### src/rtl/dmem_access_unit.sv
// Load/store front end for a word-wide data memory: alignment checking, sub-word
// read-modify-write stores, and sign/zero extension of sub-word loads.
module dmem_access_unit #(
  parameter int ADDR_WIDTH = 32,
  parameter int DATA_WIDTH = 32
) (
  input  logic                  clk,
  input  logic                  rst,
  input  logic                  req_valid,
  output logic                  req_ready,
  input  logic                  req_we,
  input  logic [1:0]            req_size,
  input  logic                  req_signed,
  input  logic [ADDR_WIDTH-1:0] req_addr,
  input  logic [DATA_WIDTH-1:0] req_wdata,
  output logic                  resp_valid,
  output logic                  resp_err,
  output logic [DATA_WIDTH-1:0] resp_rdata,
  output logic [ADDR_WIDTH-1:0] mem_addr,
  output logic [DATA_WIDTH-1:0] mem_wdata,
  output logic                  mem_we,
  input  logic [DATA_WIDTH-1:0] mem_rdata
);

  typedef enum logic [2:0] {IDLE, LOAD_RESP, RMW_MERGE, STORE_ACK, ERR_RESP} state_e;

  state_e                state_q, state_d;
  logic [ADDR_WIDTH-1:0] addr_q, addr_d;
  logic [1:0]            off_q, off_d;
  logic [1:0]            size_q, size_d;
  logic                  signed_q, signed_d;
  logic [15:0]           wdata_q, wdata_d;
  logic [DATA_WIDTH-1:0] mem_wdata_q, mem_wdata_d;

  logic                  accept;
  logic                  misaligned;
  logic [7:0]            byte_lane;
  logic [15:0]           half_lane;
  logic [DATA_WIDTH-1:0] load_ext;
  logic [DATA_WIDTH-1:0] merged;

  // Lane extraction/extension for loads and lane replacement for sub-word stores.
  always_comb begin
    byte_lane = mem_rdata[{off_q, 3'b000} +: 8];
    half_lane = mem_rdata[{off_q[1], 4'b0000} +: 16];
    case (size_q)
      2'd0:    load_ext = {{(DATA_WIDTH-8){signed_q & byte_lane[7]}}, byte_lane};
      2'd1:    load_ext = {{(DATA_WIDTH-16){signed_q & half_lane[15]}}, half_lane};
      default: load_ext = mem_rdata;
    endcase
    merged = mem_rdata;
    if (size_q == 2'd0) merged[{off_q, 3'b000} +: 8] = wdata_q[7:0];
    else                merged[{off_q[1], 4'b0000} +: 16] = wdata_q;
  end

  always_comb begin
    state_d    = state_q;
    addr_d     = addr_q;
    off_d      = off_q;
    size_d     = size_q;
    signed_d   = signed_q;
    wdata_d    = wdata_q;
    req_ready  = (state_q == IDLE) && !rst;
    accept     = req_valid && req_ready;
    misaligned = (req_size == 2'd3) ||
                 (req_size == 2'd1 && req_addr[0]) ||
                 (req_size == 2'd2 && req_addr[1:0] != 2'b00);
    mem_addr   = addr_q;
    mem_wdata  = mem_wdata_q;
    mem_we     = 1'b0;
    resp_valid = 1'b0;
    resp_err   = 1'b0;
    resp_rdata = '0;

    case (state_q)
      IDLE: begin
        if (accept) begin
          addr_d   = {req_addr[ADDR_WIDTH-1:2], 2'b00};
          off_d    = req_addr[1:0];
          size_d   = req_size;
          signed_d = req_signed;
          wdata_d  = req_wdata[15:0];
          mem_addr = {req_addr[ADDR_WIDTH-1:2], 2'b00};
          if (misaligned)             state_d = ERR_RESP;
          else if (!req_we)           state_d = LOAD_RESP;
          else if (req_size == 2'd2) begin
            mem_wdata = req_wdata;
            mem_we    = 1'b1;
            state_d   = STORE_ACK;
          end else                    state_d = RMW_MERGE;
        end
      end
      LOAD_RESP: begin
        resp_valid = 1'b1;
        resp_rdata = load_ext;
        state_d    = IDLE;
      end
      RMW_MERGE: begin
        mem_wdata = merged;
        mem_we    = 1'b1;
        state_d   = STORE_ACK;
      end
      STORE_ACK: begin
        resp_valid = 1'b1;
        state_d    = IDLE;
      end
      ERR_RESP: begin
        resp_valid = 1'b1;
        resp_err   = 1'b1;
        state_d    = IDLE;
      end
      default: state_d = IDLE;
    endcase

    // Reset suppresses any in-flight write or response, including a pending RMW write.
    if (rst) begin
      state_d    = IDLE;
      mem_addr   = '0;
      mem_wdata  = '0;
      mem_we     = 1'b0;
      resp_valid = 1'b0;
      resp_err   = 1'b0;
      resp_rdata = '0;
    end
    mem_wdata_d = mem_wdata;
  end

  always_ff @(posedge clk) begin
    if (rst) begin
      state_q     <= IDLE;
      addr_q      <= '0;
      off_q       <= '0;
      size_q      <= '0;
      signed_q    <= 1'b0;
      wdata_q     <= '0;
      mem_wdata_q <= '0;
    end else begin
      state_q     <= state_d;
      addr_q      <= addr_d;
      off_q       <= off_d;
      size_q      <= size_d;
      signed_q    <= signed_d;
      wdata_q     <= wdata_d;
      mem_wdata_q <= mem_wdata_d;
    end
  end

endmodule

### config.mk
export PLATFORM = sky130hd
export DESIGN_NAME = dmem_access_unit
export DESIGN_NICKNAME = d
export VERILOG_FILES = /design/src/rtl/dmem_access_unit.sv
export SDC_FILE = /design/constraint.sdc
export NUM_CORES = 1
export LEC_CHECK = 0
export ABC_CLOCK_PERIOD_IN_PS = 7720
export BUFFER_PORTS_ARGS = -buffer_cell sky130_fd_sc_hd__buf_4
export CORE_ASPECT_RATIO = 0.9
export CORE_UTILIZATION = 40
export CTS_CLUSTER_DIAMETER = 100
export CTS_CLUSTER_SIZE = 28
export DETAILED_ROUTE_END_ITERATION = 12
export GPL_ROUTABILITY_DRIVEN = 1
export PLACE_DENSITY = 0.66
export SLEW_MARGIN = 30
export SYNTH_ARGS = -nofsm -noshare
export SYNTH_HDL_FRONTEND = slang
export SYNTH_SLANG_ARGS = --single-unit
export TNS_END_PERCENT = 1
### constraint.sdc
create_clock -name clk -period 7.72 [get_ports clk]
set_clock_uncertainty 0.05 [all_clocks]
set_input_delay 1.158 -clock clk [delete_from_list [all_inputs] [get_ports clk]]
set_output_delay 1.158 -clock clk [all_outputs]
set_load 0.01 [all_outputs]
* After elaboration in Yosys (flattened, before gate mapping)
Cells that the tools add are included.
W data, S select, Z words.
** Cells by class
- Bitwise gates (word level) :: 2
- Reduce and logical (&&, ||, !) cells :: 12
- Add/subtract/negate cells :: 2
- Equality and inequality tests :: 9
- Shifts and indexed selects :: 6
- Multiplexer cells :: 30
** Operators by type and width (number)
- $mux W32 :: 11
- $pmux W32 S2 :: 2
- $bwmux W32 :: 2
- $shift A16 B7 Y32 const A :: 1
- $shift A8 B7 Y32 const A :: 1
- $shiftx A16 B7 Y32 :: 1
- $shiftx A32 B6 Y16 :: 1
- $shiftx A32 B6 Y8 :: 1
- $shiftx A8 B7 Y32 :: 1
- $neg A5 Y7 :: 2
- $mux W1 :: 10
- $eq A3 B2 Y1 const B :: 2
- $mux W3 :: 2
- $pmux W3 S2 :: 1
- $eq A2 B1 Y1 const B :: 2
- $eq A2 B2 Y1 const B :: 2
- $logic_and A1 B1 Y1 :: 4
- $eq A3 B1 Y1 const B :: 1
- $eq A3 B3 Y1 const B :: 1
- $logic_not A3 Y1 :: 1
- $reduce_or A3 Y1 :: 1
- $and A1 B1 Y1 :: 2
- $logic_not A2 Y1 :: 1
- $logic_or A1 B1 Y1 :: 2
- 6 further kinds :: 6
** Word-level totals
- Word-level logic and storage cells :: 68
- Bits in registers :: 88

* Logic depth before layout (Yosys ltp)
Gate-level depths: netlist of run 1.
- Depth in word-level cells :: 8
- Gate-level depth with buffers :: 10
- Mapped depth without buffers :: 6

* Worst setup path after synthesis of run 1
No wires, ideal clock.
- Kind :: register -> output
- Start point :: reg off_q[1]
- End point :: out mem_wdata[14]
- Data required time :: 6.512 ns
- Buffers on the path :: 4
- Arrival :: 2.743 ns
- Path slack :: 3.769 ns
- Stages on the path, launching flop included :: 11
- Path through :: dfxtp_1 -> buf_2 -> buf_1 -> inv_1 -> ha_1 -> clkbuf_1 -> and4b_1 -> clkbuf_1 -> a221o_1 -> a21oi_1 -> a311oi_1
** On the way
- Cells in the longest elaborated chain, start to end :: 6
- Elaborated cells between the ends (all ways) :: 11
** RTL lines
- start, declared :: RTL line 29 : logic [1:0] off_q, off_d;
- start signal, assigned :: RTL line 132 : off_q <= '0;
- start signal, assigned :: RTL line 140 : off_q <= off_d;
- $neg A5 Y7 (on tied branches) :: RTL line 53, 52
- $shiftx A16 B7 Y32, or another cell as far along :: RTL line 53 : else merged[{off_q[1], 4'b0000} +: 16] = wdata_q;
- $bwmux W32 (on tied branches) :: RTL line 53, 52
- $mux W32 (*) :: RTL line 52 : if (size_q == 2'd0) merged[{off_q, 3'b000} +: 8] = wdata_q[7:0];
- $pmux W32 S2 (*) :: RTL line 75 : case (state_q)
- $mux W32 (*) :: RTL line 116 : if (rst) begin
- end, declared :: RTL line 20 : output logic [DATA_WIDTH-1:0] mem_wdata,
Every way passes the cells marked *; elsewhere a longest branch is shown, timed or not.

* Final worst setup path of run 1
- Start point :: in rst
- End point :: out mem_wdata[9]
** On the way
- Cells in the longest elaborated chain, start to end :: 6
** RTL lines
- start, declared :: RTL line 8 : input logic rst,
- $logic_not A1 Y1 :: RTL line 63 : req_ready = (state_q == IDLE) && !rst;
- $logic_and A1 B1 Y1 :: RTL line 63
- $logic_and A1 B1 Y1 :: RTL line 64 : accept = req_valid && req_ready;
- $mux W32 :: RTL line 77 : if (accept) begin
- $pmux W32 S2 :: RTL line 75
- $mux W32 (*) :: RTL line 116
Marks and branches as above.

==> results of run 1 <==
-- final timing paths --
check	startpoint	end	slack, ns	depth (start not counted)
setup reg to reg	state_q[2]$_SDFFE_PP0P_	mem_wdata_q[15]$_SDFF_PP0_	4.69	6
hold / removal	addr_q[26]$_DFF_P_	addr_q[26]$_DFF_P_	0.41	2
setup / recovery	rst	mem_wdata[9]	2.50	8
hold reg to reg	addr_q[26]$_DFF_P_	addr_q[26]$_DFF_P_	0.41	2
-- cell families (layout without fill, tap and decap cells) --
kind of cell | count (synthesis) | count (layout) | synth area share
fa+ha+maj | 5 | 5 | 0.0106
simple gates | 291 | 291 | 0.235
flops | 88 | 88 | 0.299
buf+inv | 108 | 258 | 0.0717
mux | 23 | 23 | 0.0521
compound gates | 273 | 273 | 0.331
-- critical path: cells and delay by family --
kind / cells / cell delay (ns)
simple gates: 3 / 1.50
buf+inv: 4 / 1.06
compound gates: 1 / 0.26
-- sequential cells by signal, summed over array words and instances (netlist names) --
signal,count
signed_q,1
off_q,2
state_q,3
addr_q,32
size_q,2
mem_wdata_q,32
wdata_q,16
-- synthesized netlist by cell type (all sizes together), types with 7 or more instances --
cell type,instances
a2111oi,7
a21o,16
a21oi,82
a221o,16
a22o,8
a311oi,30
a31oi,25
buf,18
clkbuf,59
dfxtp,88
inv,28
mux2i,16
nand2,147
nand3,23
nand4,14
nor2,47
nor3b,12
nor4,16
o211ai,24
o221ai,15
o22ai,11
o2bb2ai,8
o31ai,16
or3b,9
-- per-stage QoR --
| step | utilization | hold slack, ns | instance area [um^2] |
|---|---|---|---|
| global placement | 0.521 | 0.400 | 7410 |
| detailed placement | 0.522 | 0.402 | 7410 |
| floorplan | - | 0.398 | 5880 |
| CTS | 0.542 | 0.414 | 7700 |
| global route | 0.542 | 0.428 | 7700 |
| finish | 0.542 | 0.413 | 7700 |
-- layer usage --
metal  GRT usage  up-vias  wire, um
li1            -     3261         -
met1       0.396     3152      9870
met2       0.425      355      9490
met3      0.0732       28      2090
met4      0.0690        0       348
met5           0        -         0
-- area by class of cell --
type                    count  share of cell area
well taps                 193              0.0314
flip-flops and latches     88               0.229
inverters                  31              0.0154
repair buffers            211               0.206
clock inverters             7             0.00796
clock buffers               9              0.0292
multi-input cells         592               0.481
-- where the power goes --
| group | internal, mW | switching, mW |
|---|---|---|
| registers | 0.485 | 0.0253 |
| logic | 0.142 | 0.193 |
| clock network | 0.225 | 0.208 |
| total | 0.852 | 0.426 |
==> flow_metrics.env, run 1 <==
export IMPL_status="completed"
export IMPL_grt_pass1_vias=6014
export IMPL_grt_use_total=0.280
export IMPL_maxCapViolCount=0
export IMPL_crit_chain="buf_4 -> or4_1 -> clkinv_2 -> and2_2 -> buf_4 -> nand4_1 -> a311oi_1 -> buf_4"
export IMPL_synth_edf_count=0
export IMPL_cts_path_max_buffers=2
export IMPL_ys_seq_area_frac=0.299
export IMPL_syn_avg_cell_area_um2=7.47
export IMPL_synth_nets=896
export IMPL_cp_common_cell="buf_4"
export IMPL_ys_async_sr_fraction=0
export IMPL_grt_pass1_wl_um=32700
export IMPL_synthCells=788
export IMPL_grt_max_degree=72
export IMPL_setup_viol=0
export IMPL_wl_per_cell_um=19.3
export IMPL_cts_resized=0
export IMPL_fin_ws_ns=2.50
export IMPL_critPathKind="in -> out"
export IMPL_powerDensity_mw_per_mm2=166
export IMPL_finalHoldViolations=0
export IMPL_hold_path_class="reg -> reg"
export IMPL_ios=203
export IMPL_layout_nets=1041
export IMPL_globalRouteOverflowTotal=0
export IMPL_rsz0062_at_grt="false"
export IMPL_postRouteAntennaNets=0
export IMPL_worst_pin_slew_ns=0.979
export IMPL_num_vias=6796
export IMPL_synth_area_leaders="dfxtp_1 30%, nand2_1 9.4%, a21oi_1 7.0%, a311oi_1 4.5%, clkbuf_1 3.8%"
export IMPL_timing_fmax_ghz=0.192
export IMPL_fp_dieArea_mm2=0.0152
export IMPL_cts_tree="built"
export IMPL_synth_cell_types=56
export IMPL_synth_top_cell_area_share=0.299
export IMPL_clkSinkCount=88
export IMPL_htree_levels=3
export IMPL_synthesis_area_mm2=0.00588
export IMPL_final_common_cell="buf_4"
export IMPL_start_kind="input port"
export IMPL_drt_total_wl_um=21800
export IMPL_cts_inserted_buffers=9
export IMPL_postCtsSetupBuffers=0
export IMPL_ff_latch_area_mm2=0.00176
export IMPL_ys_ff_latch=88
export IMPL_placement_rows=41
export IMPL_critPathCaptureType="output pin"
export IMPL_die_x_um=130
export IMPL_cp_required_ns=6.51
export IMPL_leakagePower_nw=3.12
export IMPL_drv_slew=0
export IMPL_ys_flop_type="dfxtp_1"
export IMPL_drive_above_1_share=0.273
export IMPL_yosysWarnings=0
export IMPL_dp_hpwl_um=14900
export IMPL_io_buffer_count=202
export IMPL_gp_congestion=0.880
export IMPL_via_per_inst=6.01
export IMPL_syn2layout_area_growth_pct=30.9
export IMPL_max_slew_margin=0.346
export IMPL_clk_pin_slew_worst_paths_ns=0.07
export IMPL_die_y_um=117
export IMPL_multi_input_area_mm2=0.00371
export IMPL_final_cell_mix="211 x buf_4, 147 x nand2_1, 87 x dfxtp_1, 82 x a21oi_1, 44 x nor2_1"
export IMPL_ir_drop_mv=0.109
export IMPL_fin_crit_sh=0.676
export IMPL_place_ws_ns=2.51
export IMPL_fin_tns_setup_ns=0
export IMPL_final_cell_count_no_fill=1131
export IMPL_dr_pass1_iters=5
export IMPL_fillCellCount=1394
export IMPL_max_stage_delay_ns=0.77
export IMPL_antenna_found_initial=0
export IMPL_dp_cells=1115
export IMPL_antenna_cells=0
export IMPL_cts_hold_buf=0
export IMPL_period_minus_slack_ns=5.22
export IMPL_core_area_mm2=0.0142
export IMPL_post_route_drc_count=0
export IMPL_synth_top_area_cell="dfxtp_1"
export IMPL_crit_arrival_ns=4.01
export IMPL_cp_max_fo=42
export IMPL_totalPowerFinal_mw=1.28
export IMPL_initial_core_util=0.414
export IMPL_crit_path_top_delay_cell="or4_1"
export IMPL_root_buffer="clkbuf_16"
export IMPL_clock_latency_ns=0.35
export IMPL_drt_iter0_drc=781
(Power assumes the default switching activity.)
==> run 2: changes to the inputs <==
Settings changed: ABC_CLOCK_PERIOD_IN_PS 7720 to 5000.
Clock period 7.72 ns to 5 ns, I/O delays scaled along.
==> run 2 against run 1 <==
  * Via count up 1.1%
  * Die area stayed put
  * Global-route usage grew 0.45 points
  * Register-to-register slack got worse by 2.4 ns
  * Sequential power up 54%
  * Cell count up 0.44%
  * Combinational power is 57% higher
  * Non-clock buffer count up 5
  * Flip-flop and latch count is the same
  * Core utilization is 0.29 points higher
  * Worst setup slack got worse by 1.5 ns
  * Critical path type is now reg -> out
  * Critical endpoint is now resp_rdata[0]
==> flow_metrics.env, run 2 (synthesized netlist as in run 1, its figures left out) <==
export IMPL_critPathCaptureType="output pin"
export IMPL_setup_viol=0
export IMPL_post_route_drc_count=0
export IMPL_crit_chain="clkinv_1 -> nand2_1 -> o22ai_1 -> a2111oi_0 -> buf_4"
export IMPL_start_kind="register"
export IMPL_status="completed"
export IMPL_cts_resized=0
export IMPL_via_per_inst=6.05
export IMPL_placement_rows=41
export IMPL_die_y_um=117
export IMPL_hold_path_class="reg -> reg"
export IMPL_max_stage_delay_ns=0.94
export IMPL_cp_required_ns=4.20
export IMPL_finalHoldViolations=0
export IMPL_io_buffer_count=202
export IMPL_hold_depth=2
export IMPL_initial_core_util=0.414
export IMPL_timing_fmax_ghz=0.249
export IMPL_clkSinkCount=88
export IMPL_die_x_um=130
export IMPL_clock_latency_ns=0.36
export IMPL_drt_total_wl_um=21800
export IMPL_postCtsSetupBuffers=0
export IMPL_grt_use_total=0.285
export IMPL_globalRouteOverflowTotal=0
export IMPL_leakagePower_nw=3.15
export IMPL_dr_pass1_iters=5
export IMPL_final_cell_mix="216 x buf_4, 147 x nand2_1, 87 x dfxtp_1, 82 x a21oi_1, 45 x nor2_1"
export IMPL_r2r_cells=6
export IMPL_maxCapViolCount=0
export IMPL_fin_tns_setup_ns=0
export IMPL_grt_pass1_vias=5982
export IMPL_powerDensity_mw_per_mm2=256
export IMPL_cts_tree="built"
export IMPL_layout_nets=1046
export IMPL_cts_path_max_buffers=2
export IMPL_wl_per_cell_um=19.2
export IMPL_cp_max_fo=24
export IMPL_clk_pin_slew_worst_paths_ns=0.07
export IMPL_fp_dieArea_mm2=0.0152
export IMPL_core_area_mm2=0.0142
export IMPL_fin_crit_sh=0.804
export IMPL_crit_arrival_ns=3.22
export IMPL_max_slew_margin=0.372
export IMPL_worst_pin_slew_ns=0.943
export IMPL_crit_path_top_delay_cell="dfxtp_1"
export IMPL_cts_hold_buf=0
export IMPL_fin_ws_ns=0.978
export IMPL_antenna_found_initial=0
export IMPL_ir_drop_mv=0.193
export IMPL_root_buffer="clkbuf_16"
export IMPL_final_cell_count_no_fill=1136
export IMPL_dp_cells=1120
export IMPL_rsz0062_at_grt="false"
export IMPL_drt_iter0_drc=777
export IMPL_dp_hpwl_um=15100
export IMPL_syn2layout_area_growth_pct=31.6
export IMPL_period_minus_slack_ns=4.02
export IMPL_reg_largest_list="addr_q: 32 flops, mem_wdata_q: 32 flops, wdata_q: 16 flops"
export IMPL_num_vias=6869
export IMPL_drive_above_1_share=0.276
export IMPL_grt_pass1_wl_um=33100
export IMPL_htree_levels=3
export IMPL_critPathKind="reg -> out"
export IMPL_final_common_cell="buf_4"
export IMPL_grt_max_degree=64
export IMPL_gp_congestion=0.874
export IMPL_drv_slew=0
export IMPL_postRouteAntennaNets=0
export IMPL_cts_inserted_buffers=9
export IMPL_place_ws_ns=1.05
export IMPL_ios=203
export IMPL_antenna_cells=0
==> run 2: cell count changes in the layout (fill, tap and decap cells not counted), sizes merged <==
cell    before  now
buf        211  216
clkinv       5    6
inv         32   31
==> run 2: power by group <==
group	switching, mW	internal (mW)
clock	0.328	0.347
combinational	0.302	0.221
sequential	0.0354	0.749
==> run 2: metrics by stage <==
| stage | hold slack [ns] | area [um^2] | utilization | total power [mW] |
|---|---|---|---|---|
| detailed placement | 0.404 | 7440 | 0.524 | 1.31 |
| floorplan | 0.398 | 5880 | - | 1.09 |
| global placement | 0.399 | 7440 | 0.524 | 1.31 |
| CTS | 0.416 | 7730 | 0.544 | 1.99 |
| global route | 0.422 | 7740 | 0.545 | 2.08 |
| finish | 0.412 | 7740 | 0.545 | 1.98 |
==> run 2: path summary, 6_finish.rpt <==
| check | from | end | slack (ns) |
|---|---|---|---|
| max reg2reg | state_q[0]$_SDFFE_PP0P_ | addr_q[20]$_DFF_P_ | 2.31 |
| max | size_q[1]$_SDFFE_PP0P_ | resp_rdata[0] | 0.98 |
| min reg2reg | addr_q[29]$_DFF_P_ | addr_q[29]$_DFF_P_ | 0.41 |
| min | addr_q[29]$_DFF_P_ | addr_q[29]$_DFF_P_ | 0.41 |
==> run 2: cell type report <==
type                            instances  area (um^2)
Clock inverter                          7         63.8
Fill cell                            1379         6470
Clock buffer                            9          225
Multi-Input combinational cell        592         3710
Inverter                               31          118
Tap cell                              193          241
Sequential cell                        88         1760
Timing Repair Buffer                  216         1620
==> run 2: metal layers <==
layer	track usage	vias up	routed length (um)
met5	0	-	0
met4	0.0667	0	309
met3	0.0741	25	2420
met2	0.427	384	9440
met1	0.407	3196	9660
li1	-	3264	-
==> run 2: critical path: cells and delay by family (launching register included) <==
family	cells	cell delay, ns
and+or+nand+nor	1	0.33
buffers and inverters	2	0.76
DFF	1	0.94
AOI/OAI and AO/OA	2	0.83
